===== src/rtl/uart_pkg.sv =====
// Shared types and constants for the UART receive path.
package uart_pkg;

  typedef enum logic [2:0] {
    ST_IDLE   = 3'd0,
    ST_START  = 3'd1,
    ST_DATA   = 3'd2,
    ST_PARITY = 3'd3,
    ST_STOP   = 3'd4,
    ST_BREAK  = 3'd5
  } rx_state_t;

  localparam int PAR_NONE = 0;
  localparam int PAR_ODD  = 1;
  localparam int PAR_EVEN = 2;

  // x is the XOR of all data bits and the received parity bit.
  // Odd framing wants that XOR to be 1, even framing wants it to be 0.
  function automatic logic parity_bad(input int mode, input logic x);
    return (mode == PAR_ODD) ? ~x : x;
  endfunction

endpackage


===== src/rtl/rx_sync_edge.sv =====
// Two-flop synchronizer for the serial pin plus a history flop for
// start-edge detection. The edge pulse is registered, which puts the
// pin-to-bps_start latency at four clock edges.
module rx_sync_edge (
  input  logic clk,
  input  logic rst,
  input  logic rx,
  output logic rx_s,
  output logic fall
);

  logic sync1;
  logic sync2;
  logic hist;

  // Synchronizer chain, history flop and registered falling-edge pulse.
  // All flops reset to the idle line level so reset itself is never an edge.
  always_ff @(posedge clk) begin
    if (rst) begin
      sync1 <= 1'b1;
      sync2 <= 1'b1;
      hist  <= 1'b1;
      fall  <= 1'b0;
    end else begin
      sync1 <= rx;
      sync2 <= sync1;
      hist  <= sync2;
      fall  <= hist & ~sync2;
    end
  end

  assign rx_s = sync2;

endmodule


===== src/rtl/uart_rx_ctrl.sv =====
// UART receive sequencer: runs the external baud generator through
// bps_start, samples the line on each bps_clk strobe and reports bytes.
//
// state     | meaning
// ----------+-------------------------------------------------------
// ST_IDLE   | line idle, waiting for a start edge, generator stopped
// ST_START  | generator running, waiting for mid-start-bit strobe
// ST_DATA   | shifting in data bits, LSB first
// ST_PARITY | capturing the parity bit (only when PARITY != 0)
// ST_STOP   | sampling the stop bit and issuing the result pulse
// ST_BREAK  | stop bit was 0; wait for the line to return high
module uart_rx_ctrl
  import uart_pkg::*;
#(
  parameter int PARITY    = 0,
  parameter int DATA_BITS = 8
) (
  input  logic                 clk,
  input  logic                 rst,
  input  logic                 rx,
  input  logic                 bps_clk,
  output logic                 bps_start,
  output logic [DATA_BITS-1:0] rx_data,
  output logic                 rx_valid,
  output logic                 frame_err,
  output logic                 parity_err,
  output logic                 busy
);

  localparam logic [2:0] LAST_BIT = 3'(DATA_BITS - 1);

  rx_state_t            state;
  logic [2:0]           bit_cnt;
  logic [DATA_BITS-1:0] shreg;
  logic                 par_bad;
  logic                 rx_s;
  logic                 fall;

  rx_sync_edge u_sync (
    .clk  (clk),
    .rst  (rst),
    .rx   (rx),
    .rx_s (rx_s),
    .fall (fall)
  );

  // Frame sequencer; all outputs registered, result flags default low
  // every cycle so each one is a single-cycle pulse.
  always_ff @(posedge clk) begin
    if (rst) begin
      state      <= ST_IDLE;
      bit_cnt    <= '0;
      shreg      <= '0;
      par_bad    <= 1'b0;
      bps_start  <= 1'b0;
      rx_data    <= '0;
      rx_valid   <= 1'b0;
      frame_err  <= 1'b0;
      parity_err <= 1'b0;
    end else begin
      rx_valid   <= 1'b0;
      frame_err  <= 1'b0;
      parity_err <= 1'b0;
      case (state)
        ST_IDLE: begin
          // A strobe landing with the edge is stale; only fall matters here.
          if (fall) begin
            state     <= ST_START;
            bps_start <= 1'b1;
          end
        end
        ST_START: begin
          if (bps_clk) begin
            if (rx_s) begin
              state     <= ST_IDLE;
              bps_start <= 1'b0;
            end else begin
              state   <= ST_DATA;
              bit_cnt <= '0;
              par_bad <= 1'b0;
            end
          end
        end
        ST_DATA: begin
          if (bps_clk) begin
            shreg   <= {rx_s, shreg[DATA_BITS-1:1]};
            bit_cnt <= bit_cnt + 3'd1;
            if (bit_cnt == LAST_BIT)
              state <= (PARITY != PAR_NONE) ? ST_PARITY : ST_STOP;
          end
        end
        ST_PARITY: begin
          if (bps_clk) begin
            par_bad <= parity_bad(PARITY, (^shreg) ^ rx_s);
            state   <= ST_STOP;
          end
        end
        ST_STOP: begin
          if (bps_clk) begin
            bps_start <= 1'b0;
            if (rx_s) begin
              state <= ST_IDLE;
              if (par_bad) begin
                parity_err <= 1'b1;
              end else begin
                rx_data  <= shreg;
                rx_valid <= 1'b1;
              end
            end else begin
              state      <= ST_BREAK;
              frame_err  <= 1'b1;
              parity_err <= par_bad;
            end
          end
        end
        ST_BREAK: begin
          // Holding here keeps a stuck-low line from looking like a new start.
          bps_start <= 1'b0;
          if (rx_s)
            state <= ST_IDLE;
        end
        default: begin
          state     <= ST_IDLE;
          bps_start <= 1'b0;
        end
      endcase
    end
  end

  assign busy = (state != ST_IDLE);

endmodule


===== config.mk =====
export PLATFORM = sky130hd
export DESIGN_NAME = uart_rx_ctrl
export DESIGN_NICKNAME = d
export VERILOG_FILES = /design/src/rtl/uart_pkg.sv /design/src/rtl/rx_sync_edge.sv /design/src/rtl/uart_rx_ctrl.sv
export SDC_FILE = /design/constraint.sdc
export NUM_CORES = 1
export LEC_CHECK = 0
export CAP_MARGIN = 20
export CORE_MARGIN = 4
export CORE_UTILIZATION = 56
export CTS_BUF_LIST = sky130_fd_sc_hd__clkbuf_8
export DETAILED_ROUTE_END_ITERATION = 8
export PLACE_DENSITY = 0.81
export SLEW_MARGIN = 10
export SYNTH_ARGS = -nofsm -noshare
export SYNTH_HDL_FRONTEND = slang
export SYNTH_SLANG_ARGS = --single-unit

===== constraint.sdc =====
create_clock -name clk -period 1.75 [get_ports clk]
set_input_delay 0.2625 -clock clk [delete_from_list [all_inputs] [get_ports clk]]
set_output_delay 0.2625 -clock clk [all_outputs]
set_load 0.1 [all_outputs]

* Yosys cells after proc, flatten, opt, wreduce, memory -nomap -nowiden
Index checks and enable logic that the tools add are counted.
** Cells by class
- $add $sub $neg :: 1
- Equal/unequal tests :: 15
- Mux-type cells :: 27
- Bitwise logic cells :: 7
- Reductions and logical operators :: 14
** Operator list (count)
- 3-bit two-way mux :: 11
- 3-bit one-hot mux with 6 select lines :: 1
- 2-bit inequality test (second input constant) :: 6
- 4-bit AND reduction :: 3
- 1-bit two-way mux :: 11
- 3-bit equality test (second input constant) :: 3
- 8-bit XOR reduction :: 1
- 7-bit AND reduction :: 1
- 3-bit by 2-bit equality test with 1-bit output (second input constant) :: 2
- 2-bit by 1-bit inequality test with 1-bit output (second input constant) :: 3
- 3-bit one-hot mux with 2 select lines :: 1
- 1-bit NOT :: 5
- 5-bit AND reduction :: 1
- 1-bit one-hot mux with 4 select lines :: 1
- 2-bit nonzero test :: 2
- 4-bit OR reduction :: 1
- 3-bit by 1-bit adder with 3-bit output (second input constant) :: 1
- 3-bit by 1-bit equality test with 1-bit output (second input constant) :: 1
- 3-bit logical NOT :: 1
- 3-bit nonzero test :: 1
- 3-bit OR reduction :: 1
- 2-bit two-way mux :: 1
- 1-bit one-hot mux with 2 select lines :: 1
- 2-bit AND reduction :: 1
- 3 further kinds :: 3
** Storage, ports and cells
- Register bits :: 31
- Input bits :: 4
- Output and inout bits :: 13

* Logic depth before layout (Yosys ltp)
- Depth after elaboration :: 4
- Mapped depth :: 6
- Mapped depth without buffers :: 6

* Modules after synthesis
Synthesis repeated with hierarchy kept, for this count alone.
** Unflattened totals
- Cell total of the unflattened synthesis :: 142
- Area total of the unflattened synthesis :: 1298.7 um^2
** Modules (own cells, without submodules)
- uart_rx_ctrl :: instances 1, cells each 134, area an instance 1192.4 um^2
- rx_sync_edge :: instances 1, cells each 8, area an instance 106.4 um^2

* Worst setup path before layout
Ideal clock, no wire load.
- Kind :: flip-flop to output port
- From :: register state[2]
- To :: output port busy
- Data arrival time :: 1.301 ns
- Required time :: 1.487 ns
- Setup slack :: 0.187 ns
- Cell stages (with the launch flop) :: 4
- Cells stage by stage :: dfxtp_1 -> clkbuf_1 -> nor3_1 -> inv_1
** On the way
- Word-level cells in the longest chain between the ends :: 1
** Ends and longest elaborated chain
- start: declaration :: line uart_rx_ctrl.sv:32 : rx_state_t state;
- start signal: assignment :: line uart_rx_ctrl.sv:89 : state <= (PARITY != PAR_NONE) ? ST_PARITY : ST_STOP;
- 3-bit nonzero test :: line uart_rx_ctrl.sv:130 : assign busy = (state != ST_IDLE);
- end: declaration :: line uart_rx_ctrl.sv:27 : output logic busy
Every way passes these cells.

* Worst setup path in the final report
Same ends and word-level chain as after synthesis.

==> out/results.tsv <==
stage	metric	value	unit
run_status	status	completed	
placement	area post-placement	1590	um^2
synth	synth warn	0	
route	routed wire length	2780	um
final_layout	share of cells above drive strength 1	21.7	%
critical_path	CP Depth	4	
synth	Yosys cell types	30	
worst_hold_path	Hold WC Path Type	reg -> reg	
grt	gr usage total	20.4	%
critical_path	critical path endpoint	busy	
critical_path	RR Endpoint	rx_data[7]$_SDFFE_PP0P_	
synth	Synth Register Bits	31	
pwr	Clock power frac	40.1	%
timing	Final min period	1620	ps
die	FP Rows	16	
pwr	Seq pwr share	54.8	%
pwr	design internal power	1.01	mW
route	Routed Antenna Nets	0	
final_layout	Post-Layout Inst Area	1670	um^2
cts	CTS resizes	0	
critical_path	crit-path leading delay family	buffers and inverters	
die	die area	3090	um^2
timing	Slew @ Worst Pin	366	ps
final_layout	ant diodes	0	
synth	average size of a mapped cell	9.25	um^2
critical_path	CP max stage delay	320	ps
cts	Root Driver	clkbuf_8	
route	Detailed Routing Iterations Pass 1	6	
final_layout	Post-Layout Cell Count	188	
route	vias	1035	
synth	Synthesized Nets	143	
timing	FMAX	615	MHz
pwr	leak pwr	0.726	nW
critical_path	Worst Setup SP	state[2]$_SDFFE_PP0P_	
critical_path	CP Max Fanout	11	
pwr	Design Power	1.30	mW
die	Starting Density	61.5	%
critical_path	WP data arrival	1360	ps
grt	initial antenna violation count	0	
synth	Synth area leader	dfxtp_1	
grt	vias in the first global route	1060	
pwr	switching portion of total power	22.5	%
cts	TritonCTS buffer count	5	
synth	top-count cell post-synth	dfxtp_1	
timing	final slew viol count	0	
pwr	Power Density	781	nW/um^2
grt	grt ovf	0	
final_layout	filler instances	125	
synth	most frequently used flop master after synthesis	dfxtp_1	
pwr	Peak supply drop	0.724	mV
timing	headroom to the max-slew limit	75.3	%
cts	Clk Latency, worst-skew pair	280	ps
timing	worst hold margin	420	ps
synth	sequential-to-total area share from yosys stat	49.0	%
timing	Final Hold Fails	0	
placement	placed insts	180	
job	Max Cap Violations	0	
placement	IO Port Bufs	16	
final_layout	Final #Nets	166	
pwr	Comb power frac	5.1	%
grt	largest net degree at the start of global routing	31	
cts	CTS tree	yes	
route	# DRC	0	
timing	Setup Skew	9.25	ps
synth	Mapped Cells	137	
critical_path	Crit Path Category	reg -> out	
cts	clock sink count	31	
cts	Setup Buffers After CTS	0	
pwr	Psw	0.294	mW
critical_path	buffer and inverter count on the worst path	3	
placement	Detailed Place HPWL	1840	um
route	Via density	5.51	
route	per-cell routed wire length	14.8	um
cts	Worst-path clk slew	60	ps
placement	Placer Congestion	0.797	
timing	final setup vio count	0	
critical_path	CP Capture Type	output pin	
critical_path	crit path max-delay cell type	dfxtp_1	
critical_path	startpoint types	flop	
route	Initial DRC Count	19	
synth	most area-consuming cells after synthesis	dfxtp_1, mux2i_1, nand2_1	
synth	Post-synth ARST share	0	%
critical_path	Data required, critical path	1490	ps
cts	CTS Hold Bufs	0	
cts	clock buffer depth	2	
critical_path	Worst R2R Setup Slack	190	ps
die	core area	2060	um^2
synth	Post-synth EDFFs	0	
timing	RSZ-0062 raised after global routing	false	
critical_path	Critical R2R Launch	u_sync.rx_s$_SDFF_PP1_	
synth	Syn Std Cell Area	1270	um^2
synth	top cells by count, synth	dfxtp_1, nand2_1, nor2_1	
critical_path	R2R depth	5	
timing	crit share post-route	92.8	%
cts	H-tree depth	2	
critical_path	crit-path cells	buf_4, nor3_1, inv_1, buf_12	
grt	first-pass GRT wire length	4930	um
die	chip width	55.6	um
final_layout	Layout area overhead	31.8	%
synth	top cell type's share of synthesized area	49.0	%
die	I/O pins	17	
die	Die Ht	55.6	um
## power by group through the flow
stage                     Sequential (mW)  Clock [mW]  Combinational (mW)
after detailed placement            0.730           0              0.0648
after floorplan                     0.735           0              0.0311
after CTS                           0.714       0.536              0.0663
final                               0.715       0.523              0.0666
after global placement              0.730           0              0.0633
after global routing                0.715       0.565              0.0720
## sequential cells by signal, indices dropped and copies added, names as in the netlist
signal	flops
u_sync.sync1	1
bps_start	1
u_sync.hist	1
frame_err	1
u_sync.rx_s	1
rx_data	8
par_bad	1
state	3
u_sync.fall	1
parity_err	1
shreg	8
rx_valid	1
bit_cnt	3
## per-stage QoR
stage / worst slack, ps / setup TNS (ps) / utilization (%)
after floorplan: 187 / 0 / -
after global placement: 44.3 / 0 / 76.9
after detailed placement: -23.3 / -23.3 / 76.9
after CTS: 105 / 0 / 81.0
after global routing: 3.84 / 0 / 81.0
final: 125 / 0 / 81.0
## how the worst min path moves through the flow
stage | depth (start not counted) | from | to
after floorplan | 1 | rst | par_bad$_SDFFE_PP0P_
after global placement | 1 | u_sync.sync1$_SDFF_PP1_ | u_sync.rx_s$_SDFF_PP1_
after detailed placement | 1 | u_sync.sync1$_SDFF_PP1_ | u_sync.rx_s$_SDFF_PP1_
after CTS | 1 | u_sync.sync1$_SDFF_PP1_ | u_sync.rx_s$_SDFF_PP1_
after global routing | 1 | u_sync.sync1$_SDFF_PP1_ | u_sync.rx_s$_SDFF_PP1_
final | 1 | u_sync.sync1$_SDFF_PP1_ | u_sync.rx_s$_SDFF_PP1_
## cell usage in the layout, fill, tap and decap left out, drive strengths merged
cell	count
mux2i	9
a21oi	9
o21ai	4
or2	4
o22a	1
and4	1
nand4bb	1
a22oi	2
nand2b	1
xnor3	1
clkinv	3
inv	4
ha	2
dfxtp	31
a32oi	2
or3	1
o211ai	1
clkdlybuf4s50	3
a31oi	1
xnor2	4
buf	21
nor3	4
nor2	18
and3b	1
nor3b	2
nand3b	1
nand2	19
clkbuf	5
o41ai	1
nor2b	2
xor2	2
## area by class of cell
cell class / instances / area (um^2) / share of cell area [%]
flip-flops and latches: 31 / 621 / 37.2
multi-input cells: 94 / 592 / 35.4
repair buffers: 24 / 325 / 19.5
clock buffers: 5 / 68.8 / 4.12
well taps: 27 / 33.8 / 2.02
clock inverters: 3 / 15.0 / 0.899
inverters: 4 / 15.0 / 0.899
## metal layers
metal  GRT usage (%)  wire, um  up-vias
met1            22.0      1120      487
met4            9.38        75        0
met3            6.26       154       10
met5               0         0        -
met2            36.1      1430       33
li1                -         -      505
## cells by family after synthesis
kind of cell             count (synthesis)  synth area share, %
AO/OA/AOI/OAI                           21                 10.8
XOR/XNOR                                 7                 5.92
adder cells (fa/ha/maj)                  2                 1.97
buffers and inverters                   12                 4.34
flip-flops                              31                 49.0
multiplexers                             9                 7.11
AND/OR/NAND/NOR                         55                 20.9
(Power assumes the default switching activity.)
